### src/rtl/bus_hold_arbiter.sv
`default_nettype none
// ============================================================================
// Module   : bus_hold_arbiter
// Brief    : Round-robin sharing of the 8088 local bus between NREQ masters
//            via HOLD/HLDA. Optional grant-tenure limit: HOLD_TENURE_LIMIT_EN.
// Revision : 1.0 - initial release
// ============================================================================
module bus_hold_arbiter #(
    parameter int NREQ       = 2,
    parameter int MAX_TENURE = 16
) (
    input  logic                                     CLK,
    input  logic                                     RESET,
    input  logic [NREQ-1:0]                          REQ,
    input  logic                                     HLDA,
    output logic                                     HOLD,
    output logic [NREQ-1:0]                          GNT,
    output logic [((NREQ > 1) ? $clog2(NREQ) : 1)-1:0] OWNER,
    output logic                                     BUS_LOST
);

    localparam int             c_ow   = (NREQ > 1) ? $clog2(NREQ) : 1;
    localparam logic [c_ow:0]  c_nreq = (c_ow+1)'(NREQ);

    if ((NREQ < 1) || (NREQ > 8) || (MAX_TENURE < 2) || (MAX_TENURE > 255)) begin : g_param_check
        $error("bus_hold_arbiter: parameter out of range");
    end

    typedef enum logic [2:0] {
        ST_IDLE      = 3'd0,
        ST_HOLD_WAIT = 3'd1,
        ST_GRANT     = 3'd2,
        ST_HANDOFF   = 3'd3,
        ST_RELEASE   = 3'd4
    } state_t;

    state_t            state_q, state_d;
    logic              hold_q, hold_d;
    logic [NREQ-1:0]   gnt_q, gnt_d;
    logic [c_ow-1:0]   owner_q, owner_d;
    logic [c_ow-1:0]   ptr_q, ptr_d;
    logic              lost_q, lost_d;

    logic              w_pick_found;
    logic [c_ow-1:0]   w_pick_idx;
    logic              w_others;

    function automatic logic [c_ow-1:0] next_idx(input logic [c_ow-1:0] idx);
        logic [c_ow:0] sum;
        sum = {1'b0, idx} + (c_ow+1)'(1);
        if (sum >= c_nreq) begin
            sum = sum - c_nreq;
        end
        return sum[c_ow-1:0];
    endfunction

    // First asserted request at or after the pointer, wrapping at NREQ-1.
    always_comb begin
        logic [c_ow-1:0] idx;
        idx          = ptr_q;
        w_pick_found = 1'b0;
        w_pick_idx   = ptr_q;
        for (int i = 0; i < NREQ; i++) begin
            if (!w_pick_found && REQ[idx]) begin
                w_pick_found = 1'b1;
                w_pick_idx   = idx;
            end
            idx = next_idx(idx);
        end
    end

    assign w_others = |(REQ & ~gnt_q);

`ifdef HOLD_TENURE_LIMIT_EN
    localparam logic [7:0] c_tenure_last = 8'(MAX_TENURE - 1);
    logic [7:0] tcnt_q, tcnt_d;
`endif

    always_comb begin
        state_d = state_q;
        hold_d  = hold_q;
        gnt_d   = gnt_q;
        owner_d = owner_q;
        ptr_d   = ptr_q;
        lost_d  = 1'b0;
`ifdef HOLD_TENURE_LIMIT_EN
        tcnt_d  = tcnt_q;
`endif
        case (state_q)
            ST_IDLE: begin
                hold_d = 1'b0;
                gnt_d  = '0;
                if (|REQ) begin
                    hold_d  = 1'b1;
                    state_d = ST_HOLD_WAIT;
                end
            end
            ST_HOLD_WAIT, ST_HANDOFF: begin
                gnt_d = '0;
                if (HLDA && w_pick_found) begin
                    gnt_d             = '0;
                    gnt_d[w_pick_idx] = 1'b1;
                    owner_d           = w_pick_idx;
                    state_d           = ST_GRANT;
`ifdef HOLD_TENURE_LIMIT_EN
                    tcnt_d            = 8'd0;
`endif
                end else if ((state_q == ST_HANDOFF) || !(|REQ)) begin
                    hold_d  = 1'b0;
                    state_d = ST_RELEASE;
                end
            end
            ST_GRANT: begin
`ifdef HOLD_TENURE_LIMIT_EN
                tcnt_d = (tcnt_q == 8'hFF) ? tcnt_q : tcnt_q + 8'd1;
`endif
                // Losing HLDA wins over a simultaneous request drop.
                if (!HLDA) begin
                    gnt_d   = '0;
                    hold_d  = 1'b0;
                    lost_d  = 1'b1;
                    state_d = ST_RELEASE;
                end else if (!REQ[owner_q]) begin
                    gnt_d = '0;
                    ptr_d = next_idx(owner_q);
                    if (w_others) begin
                        state_d = ST_HANDOFF;
                    end else begin
                        hold_d  = 1'b0;
                        state_d = ST_RELEASE;
                    end
                end
`ifdef HOLD_TENURE_LIMIT_EN
                // >= so a competitor arriving after saturation still preempts.
                else if ((tcnt_q >= c_tenure_last) && w_others) begin
                    gnt_d   = '0;
                    ptr_d   = next_idx(owner_q);
                    state_d = ST_HANDOFF;
                end
`endif
            end
            ST_RELEASE: begin
                hold_d = 1'b0;
                gnt_d  = '0;
                if (!HLDA) begin
                    state_d = ST_IDLE;
                end
            end
            default: begin
                hold_d  = 1'b0;
                gnt_d   = '0;
                state_d = ST_IDLE;
            end
        endcase
    end

    always_ff @(posedge CLK) begin
        if (RESET) begin
            state_q <= ST_IDLE;
            hold_q  <= 1'b0;
            gnt_q   <= '0;
            owner_q <= '0;
            ptr_q   <= '0;
            lost_q  <= 1'b0;
        end else begin
            state_q <= state_d;
            hold_q  <= hold_d;
            gnt_q   <= gnt_d;
            owner_q <= owner_d;
            ptr_q   <= ptr_d;
            lost_q  <= lost_d;
        end
    end

`ifdef HOLD_TENURE_LIMIT_EN
    always_ff @(posedge CLK) begin
        if (RESET) begin
            tcnt_q <= 8'd0;
        end else begin
            tcnt_q <= tcnt_d;
        end
    end
`endif

    assign HOLD     = hold_q;
    assign GNT      = gnt_q;
    assign OWNER    = owner_q;
    assign BUS_LOST = lost_q;

endmodule
`default_nettype wire

### config.mk
export PLATFORM = sky130hd
export DESIGN_NAME = bus_hold_arbiter
export DESIGN_NICKNAME = d
export VERILOG_FILES = /design/src/rtl/bus_hold_arbiter.sv
export SDC_FILE = /design/constraint.sdc
export NUM_CORES = 1
export LEC_CHECK = 0
export BUFFER_PORTS_ARGS = -buffer_cell sky130_fd_sc_hd__buf_2
export CAP_MARGIN = 0
export CORE_AREA = 8 8 45 47
export DETAILED_ROUTE_END_ITERATION = 16
export DIE_AREA = 0 0 53 55
export PLACE_DENSITY = 0.66
export SKIP_LAST_GASP = 1
export SLEW_MARGIN = 15
export SYNTH_ARGS = -nofsm -noshare
export SYNTH_HDL_FRONTEND = slang
export SYNTH_SLANG_ARGS = --single-unit
export TNS_END_PERCENT = 1
### constraint.sdc
create_clock -name CLK -period 1.45 [get_ports CLK]
set_clock_uncertainty 0.05 [all_clocks]
set_input_delay 0.29 -clock CLK [delete_from_list [all_inputs] [get_ports CLK]]
set_output_delay 0.29 -clock CLK [all_outputs]
set_load 0.02 [all_outputs]
==> summary.txt, run 1 <==
Die
  – Rows: 14
  – Chip width: ~53 um
  – Starting Density: 0.3635
  – Die height: 55 um
  – Die area: between 2000 and 3000 um^2
  – Top-level port count: 10
  – Core area: 1384 um^2

Logic synthesis
  – Syn nets: 69
  – Post-synth EDFFs: 0
  – Top cell type's share of synthesized area: 0.3582
  – Avg Inst Size Synth: between 7 and 8 um^2
  – Biggest area consumer among synthesized cells: dfxtp_1
  – Mux cell area share after synthesis: 0.02239
  – Compound-Gate Fraction of Synth Area: 0.2587
  – Sequential area share after synthesis: 0.3582
  – Synth cell types: 28
  – Seq cells post-synth: 9
  – Largest family of logic cells by synthesized area: simple AND/OR/NAND/NOR gates
  – Post-synthesis adder-cell area fraction: 0
  – Synth warn: 0
  – Synth Area in XOR/XNOR: 0
  – Primary FF master, synth: dfxtp_1
  – Post-Synth Simple-Gate Area: 0.3184
  – Cells after Synth: 64
  – Synth area leaders: dfxtp_1, nand2_1, nor2_1, a21oi_1, nand2b_1
  – Post-synth ARST share: 0
  – Mapped cell area: slightly above 500 um^2

Clocking
  – CTS tree: built
  – Cell at the root of the clock tree: clkbuf_4
  – Post-CTS Resized: 0
  – H-Tree Depth: 1
  – Worst-Skew Late Latency: 0.27 ns
  – TritonCTS Buffers: 3
  – Clock Pin Slew Worst Setup and Hold Paths: 0.07 ns
  – Clock Sinks: 9
  – Setup Fix Bufs, Post-CTS: 0
  – Post-CTS Hold Buffers: 0
  – Clock buffer depth: 2

Place
  – Port Buffer Count: 9
  – Placer congestion estimate: 0.7792
  – Inst Count DP: 88
  – DP Area: between 500 and 600 um^2
  – HPWL after DPL: 919.2 um

STA
  – Part of the cycle the worst path needs: 0.9149
  – Max Transition Viols Final: 0
  – Slew headroom: 0.8130
  – Final hold viol count: 0
  – Hold Slack: 0.2335 ns
  – Top achievable clock speed: around 750 MHz
  – TNS Setup: 0 ns
  – Final Setup Violations: 0
  – Worst-Margin Slew: 0.2801 ns
  – Period minus WS final: 1.327 ns
  – RSZ-0062 raised after global routing: no

Route
  – Drc violations: 0
  – Via density: between 5 and 6
  – Routed len/inst: 13.67 um
  – TritonRoute pass-1 iters: 4
  – DR vias: 506
  – ANT nets after route: 0
  – WL final: roughly 1.3 mm
  – Number of DRC markers in iteration 0: 19

Final layout
  – Most frequent cells in the layout: dfxtp_1, nand2_1, buf_2, nor2_1, a21oi_1
  – Post-Layout Cell Count: 92
  – Nets: 82
  – Syn-to-layout area delta: 18.41%
  – # diodes: 0
  – Final instance area: 595.6 um^2
  – Layout cells sized above 1: 0.2632

Hold path
  – Hold Crit Depth: 2
  – Worst hold path class: in -> reg

Power and ir drop
  – Clock group share of total power: 0.315
  – Logic pwr share: 0.239
  – Sw Pwr: between 0.2 and 0.25 mW
  – Switch share: 0.3309
  – Maximum vdd ir drop: 529.9 uV
  – Leakage power: ~0.24 nW
  – PwrDens: 1119 nW/um^2
  – Seq pwr share: 0.447
  – Pint: 0.4459 mW

Global routing
  – First-pass GRT wire length: 2.166 mm
  – Vias in the first global route: 519
  – GRT Overall Usage: 0.1024
  – Largest net degree at the start of global routing: 11
  – Antenna violations before repair: 0
  – Total gr overflow: 0

Critical path
  – Crit Path Max Fanout: 9
  – Kind of critical path: reg -> reg
  – CP arrival: 1.47 ns
  – CP endpoint kind: flip-flop
  – Critical Path RT: 1.59 ns
  – Worst R2R Path Depth: 4
  – Startpoint types: flip-flop

Run
  – Max-cap violation count: 0

Outcome
  – Status: completed
[layout make-up]
class / instances / area [um^2]
fillers: 146 / 788.3
multi-input cells: 50 / 301.5
repair buffers: 11 / 60.06
well taps: 16 / 20.02
clock buffers: 4 / 26.28
inverters: 2 / 7.507
flip-flops and latches: 9 / 180.2
[cell families (layout without fill, tap and decap cells)]
family / Yosys count / in the layout
AOI/OAI and AO/OA: 18 / 18
muxes: 1 / 1
and+or+nand+nor: 31 / 31
buffers and inverters: 5 / 17
DFF: 9 / 9
[final timing paths]
check | startpoint | endpoint | slack (ns)
setup / recovery | state_q[2] | HOLD | 0.12
hold / removal | HLDA | BUS_LOST | 0.23
setup reg to reg | state_q[2] | HOLD | 0.12
hold reg to reg | HOLD | HOLD | 0.45
[sequential cells by signal, summed over array words and instances (netlist names)]
register,cells
GNT,2
ptr_q,1
HOLD,1
BUS_LOST,1
OWNER,1
state_q,3
[synthesized netlist by cell type, drive strengths merged (3+ instances only)]
| cell type | instances |
|---|---|
| nand3 | 3 |
| nor2 | 8 |
| a21oi | 4 |
| dfxtp | 9 |
| nand2b | 3 |
| o21ai | 4 |
| nand2 | 9 |
[worst max-delay path, cell delays in order (launching register included)]
cell and delay, ns:
dfxtp_1 0.39, nor2_1 0.20, nand3_1 0.14, a211o_1 0.28, a211oi_1 0.19
[metal layers]
metal / global-route usage / up-vias / wire length [um]
met5: 0 / - / 0
met4: 0.07759 / 0 / 17
met3: 0.03209 / 4 / 69
met2: 0.1621 / 17 / 574
met1: 0.1131 / 230 / 598
li1: - / 255 / -
[stage by stage]
stage	setup slack (ns)	power, mW	util
5_1_grt	0.02160	0.7030	0.4304
2_1_floorplan	0.07923	0.4137	-
3_3_place_gp	0.08878	0.4567	0.4114
3_5_place_dp	0.06074	0.4602	0.4114
4_1_cts	0.1160	0.6651	0.4304
6_report	0.1235	0.6664	0.4304
[power groups by stage]
stage | Combinational [mW] | Sequential [mW] | Clock [mW]
2_1_floorplan | 0.111 | 0.303 | 0
3_3_place_gp | 0.155 | 0.302 | 0
3_5_place_dp | 0.158 | 0.302 | 0
6_report | 0.159 | 0.298 | 0.210
4_1_cts | 0.159 | 0.297 | 0.209
5_1_grt | 0.179 | 0.302 | 0.222
Note: power is estimated with default switching activity, not from simulation.
==> run 2: changes to the inputs <==
- GPL_TIMING_DRIVEN: not set -> 0
- PLACE_DENSITY: 0.66 -> 0.54
- RECOVER_POWER: not set -> 100
==> run 2 against run 1 <==
Hold slack better by 0.012 ns. Fmax down 2.7%. Cell area decreased by 4.4%. Via count shrank 6.7%. Worst setup slack got worse by 0.037 ns. Global-route usage shrank 1.1 points. Utilization shrank 1.9 points. Critical path type unchanged. Critical endpoint unchanged. Largest power group unchanged.
==> summary.txt, run 2 (synthesis results as in run 1) <==
Outcome
  – Status: completed (unchanged)

Global routing
  – Antenna violations before repair: 0 (unchanged)
  – Total gr overflow: 0 (unchanged)
  – Vias in the first global route: 461 (was 519)
  – GRT Overall Usage: 0.09185 (was 0.1024)
  – First-pass GRT wire length: 2.014 mm (was 2.166 mm)
  – Largest net degree at the start of global routing: 11 (unchanged)

Final layout
  – Largest register by flop count: state_q (unchanged)
  – Area taken by multi-input logic gates: 292.8 um^2 (was 301.5 um^2)
  – Most frequent cells in the layout: dfxtp_1, nand2_1, nor2_1, clkbuf_1 (was dfxtp_1, nand2_1, buf_2, nor2_1, a21oi_1)
  – FF/Latch Area: 180.2 um^2 (unchanged)
  – Max FFs per register: 3 (unchanged)
  – Layout cells sized above 1: 0.1467 (was 0.2632)
  – Post-Layout Cell Count: 91 (was 92)
  – Final instance area: 569.3 um^2 (was 595.6 um^2)
  – # diodes: 0 (unchanged)
  – Nets: 81 (was 82)
  – Fill cell count: 147 (was 146)
  – Syn-to-layout area delta: 13.18% (was 18.41%)

STA
  – Slew headroom: 0.6911 (was 0.8130)
  – Top achievable clock speed: 733.2 MHz (was 753.8 MHz)
  – Max Transition Viols Final: 0 (unchanged)
  – RSZ-0062 raised after global routing: no (unchanged)
  – Final Setup Violations: 0 (unchanged)
  – Worst-Margin Slew: 0.4633 ns (was 0.2801 ns)
  – Part of the cycle the worst path needs: 0.9406 (was 0.9149)
  – Hold Slack: 0.2452 ns (was 0.2335 ns)
  – Period minus WS final: 1.364 ns (was 1.327 ns)
  – TNS Setup: 0 ns (unchanged)
  – Final hold viol count: 0 (unchanged)

Run
  – Max-cap violation count: 0 (unchanged)

Route
  – Routed len/inst: 12.53 um (was 13.67 um)
  – Via density: 5.187 (was 5.500)
  – WL final: 1.140 mm (was 1.258 mm)
  – Drc violations: 0 (unchanged)
  – DR vias: 472 (was 506)
  – Number of DRC markers in iteration 0: 15 (was 19)
  – ANT nets after route: 0 (unchanged)
  – TritonRoute pass-1 iters: 4 (unchanged)

Critical path
  – CP endpoint kind: flip-flop (unchanged)
  – Startpoint types: flip-flop (unchanged)
  – Reg2Reg Launch Point: state_q[2] (unchanged)
  – Critical Path RT: 1.57 ns (was 1.59 ns)
  – CP arrival: 1.49 ns (was 1.47 ns)
  – Setup crit start: state_q[2] (unchanged)
  – Crit Path Max Fanout: 9 (unchanged)
  – Kind of critical path: reg -> reg (unchanged)

Power and ir drop
  – Leakage power: 0.2100 nW (was 0.2414 nW)
  – Maximum vdd ir drop: 408.0 uV (was 529.9 uV)
  – PnR Total Power: 0.6391 mW (was 0.6664 mW)
  – PwrDens: 1123 nW/um^2 (was 1119 nW/um^2)

Hold path
  – Worst hold path class: in -> reg (unchanged)
  – Hold Path Origin: HLDA (unchanged)

Clocking
  – CTS tree: built (unchanged)
  – Clock buffer depth: 2 (unchanged)
  – Post-CTS Hold Buffers: 0 (unchanged)
  – Clock Sinks: 9 (unchanged)
  – Clock Pin Slew Worst Setup and Hold Paths: 0.07 ns (about the same)
  – H-Tree Depth: 1 (unchanged)
  – Worst-Skew Late Latency: 0.26 ns (was 0.27 ns)
  – Cell at the root of the clock tree: clkbuf_4 (unchanged)
  – Setup Fix Bufs, Post-CTS: 0 (unchanged)
  – Post-CTS Resized: 0 (unchanged)
  – TritonCTS Buffers: 3 (unchanged)

Die
  – Core area: 1384 um^2 (unchanged)
  – Starting Density: 0.3635 (unchanged)
  – Rows: 14 (unchanged)
  – Chip width: 53 um (unchanged)
  – Die area: 2915 um^2 (unchanged)
  – Top-level port count: 10 (unchanged)
  – Die height: 55 um (unchanged)

Place
  – Port Buffer Count: 7 (was 9)
  – Placer congestion estimate: 0.7185 (was 0.7792)
  – Inst Count DP: 87 (was 88)
  – HPWL after DPL: 865.3 um (was 919.2 um)
  – DP Area: 558.0 um^2 (was 569.3 um^2)
[run 2: layer usage]
layer  global-route usage  share of wire  vias to the layer above
li1                     -              -                      254
met1               0.1126           0.53                      212
met2               0.1406           0.43                        6
met3              0.03476          0.041                        0
met4              0.03879              0                        0
met5                    0              0                        -
[run 2: worst paths after layout]
kind	end	slack (ns)	depth (start not counted)
max	HOLD	0.09	5
min	BUS_LOST	0.25	2
max reg2reg	HOLD	0.09	5
min reg2reg	ptr_q	0.45	2
[run 2: cell type report]
cell class,count,area share
Multi-Input combinational cell,50,0.5143
Clock buffer,4,0.04615
Sequential cell,9,0.3165
Timing Repair Buffer,7,0.05055
Buffer,3,0.02418
Tap cell,16,0.03516
Inverter,2,0.01319
[run 2: critical path, stage by stage (launching register included)]
cell	delay (ns)
dfxtp_1	0.30
buf_2	0.16
nor2_1	0.18
nand3_1	0.13
a211o_1	0.27
a211oi_1	0.19
[run 2: per-stage QoR]
| step | setup slack, ns | util |
|---|---|---|
| floorplan | 0.07923 | - |
| CTS | 0.08069 | 0.4222 |
| global placement | 0.04003 | 0.4033 |
| global route | 0.01151 | 0.4114 |
| finish | 0.08616 | 0.4114 |
| detailed placement | 0.04435 | 0.4033 |
[run 2: where the power goes]
part | leakage (nW) | internal, mW | switching [mW]
logic | 0.122 | 0.0597 | 0.0891
registers | 0.0734 | 0.268 | 0.0207
clock network | 0.0150 | 0.106 | 0.0950
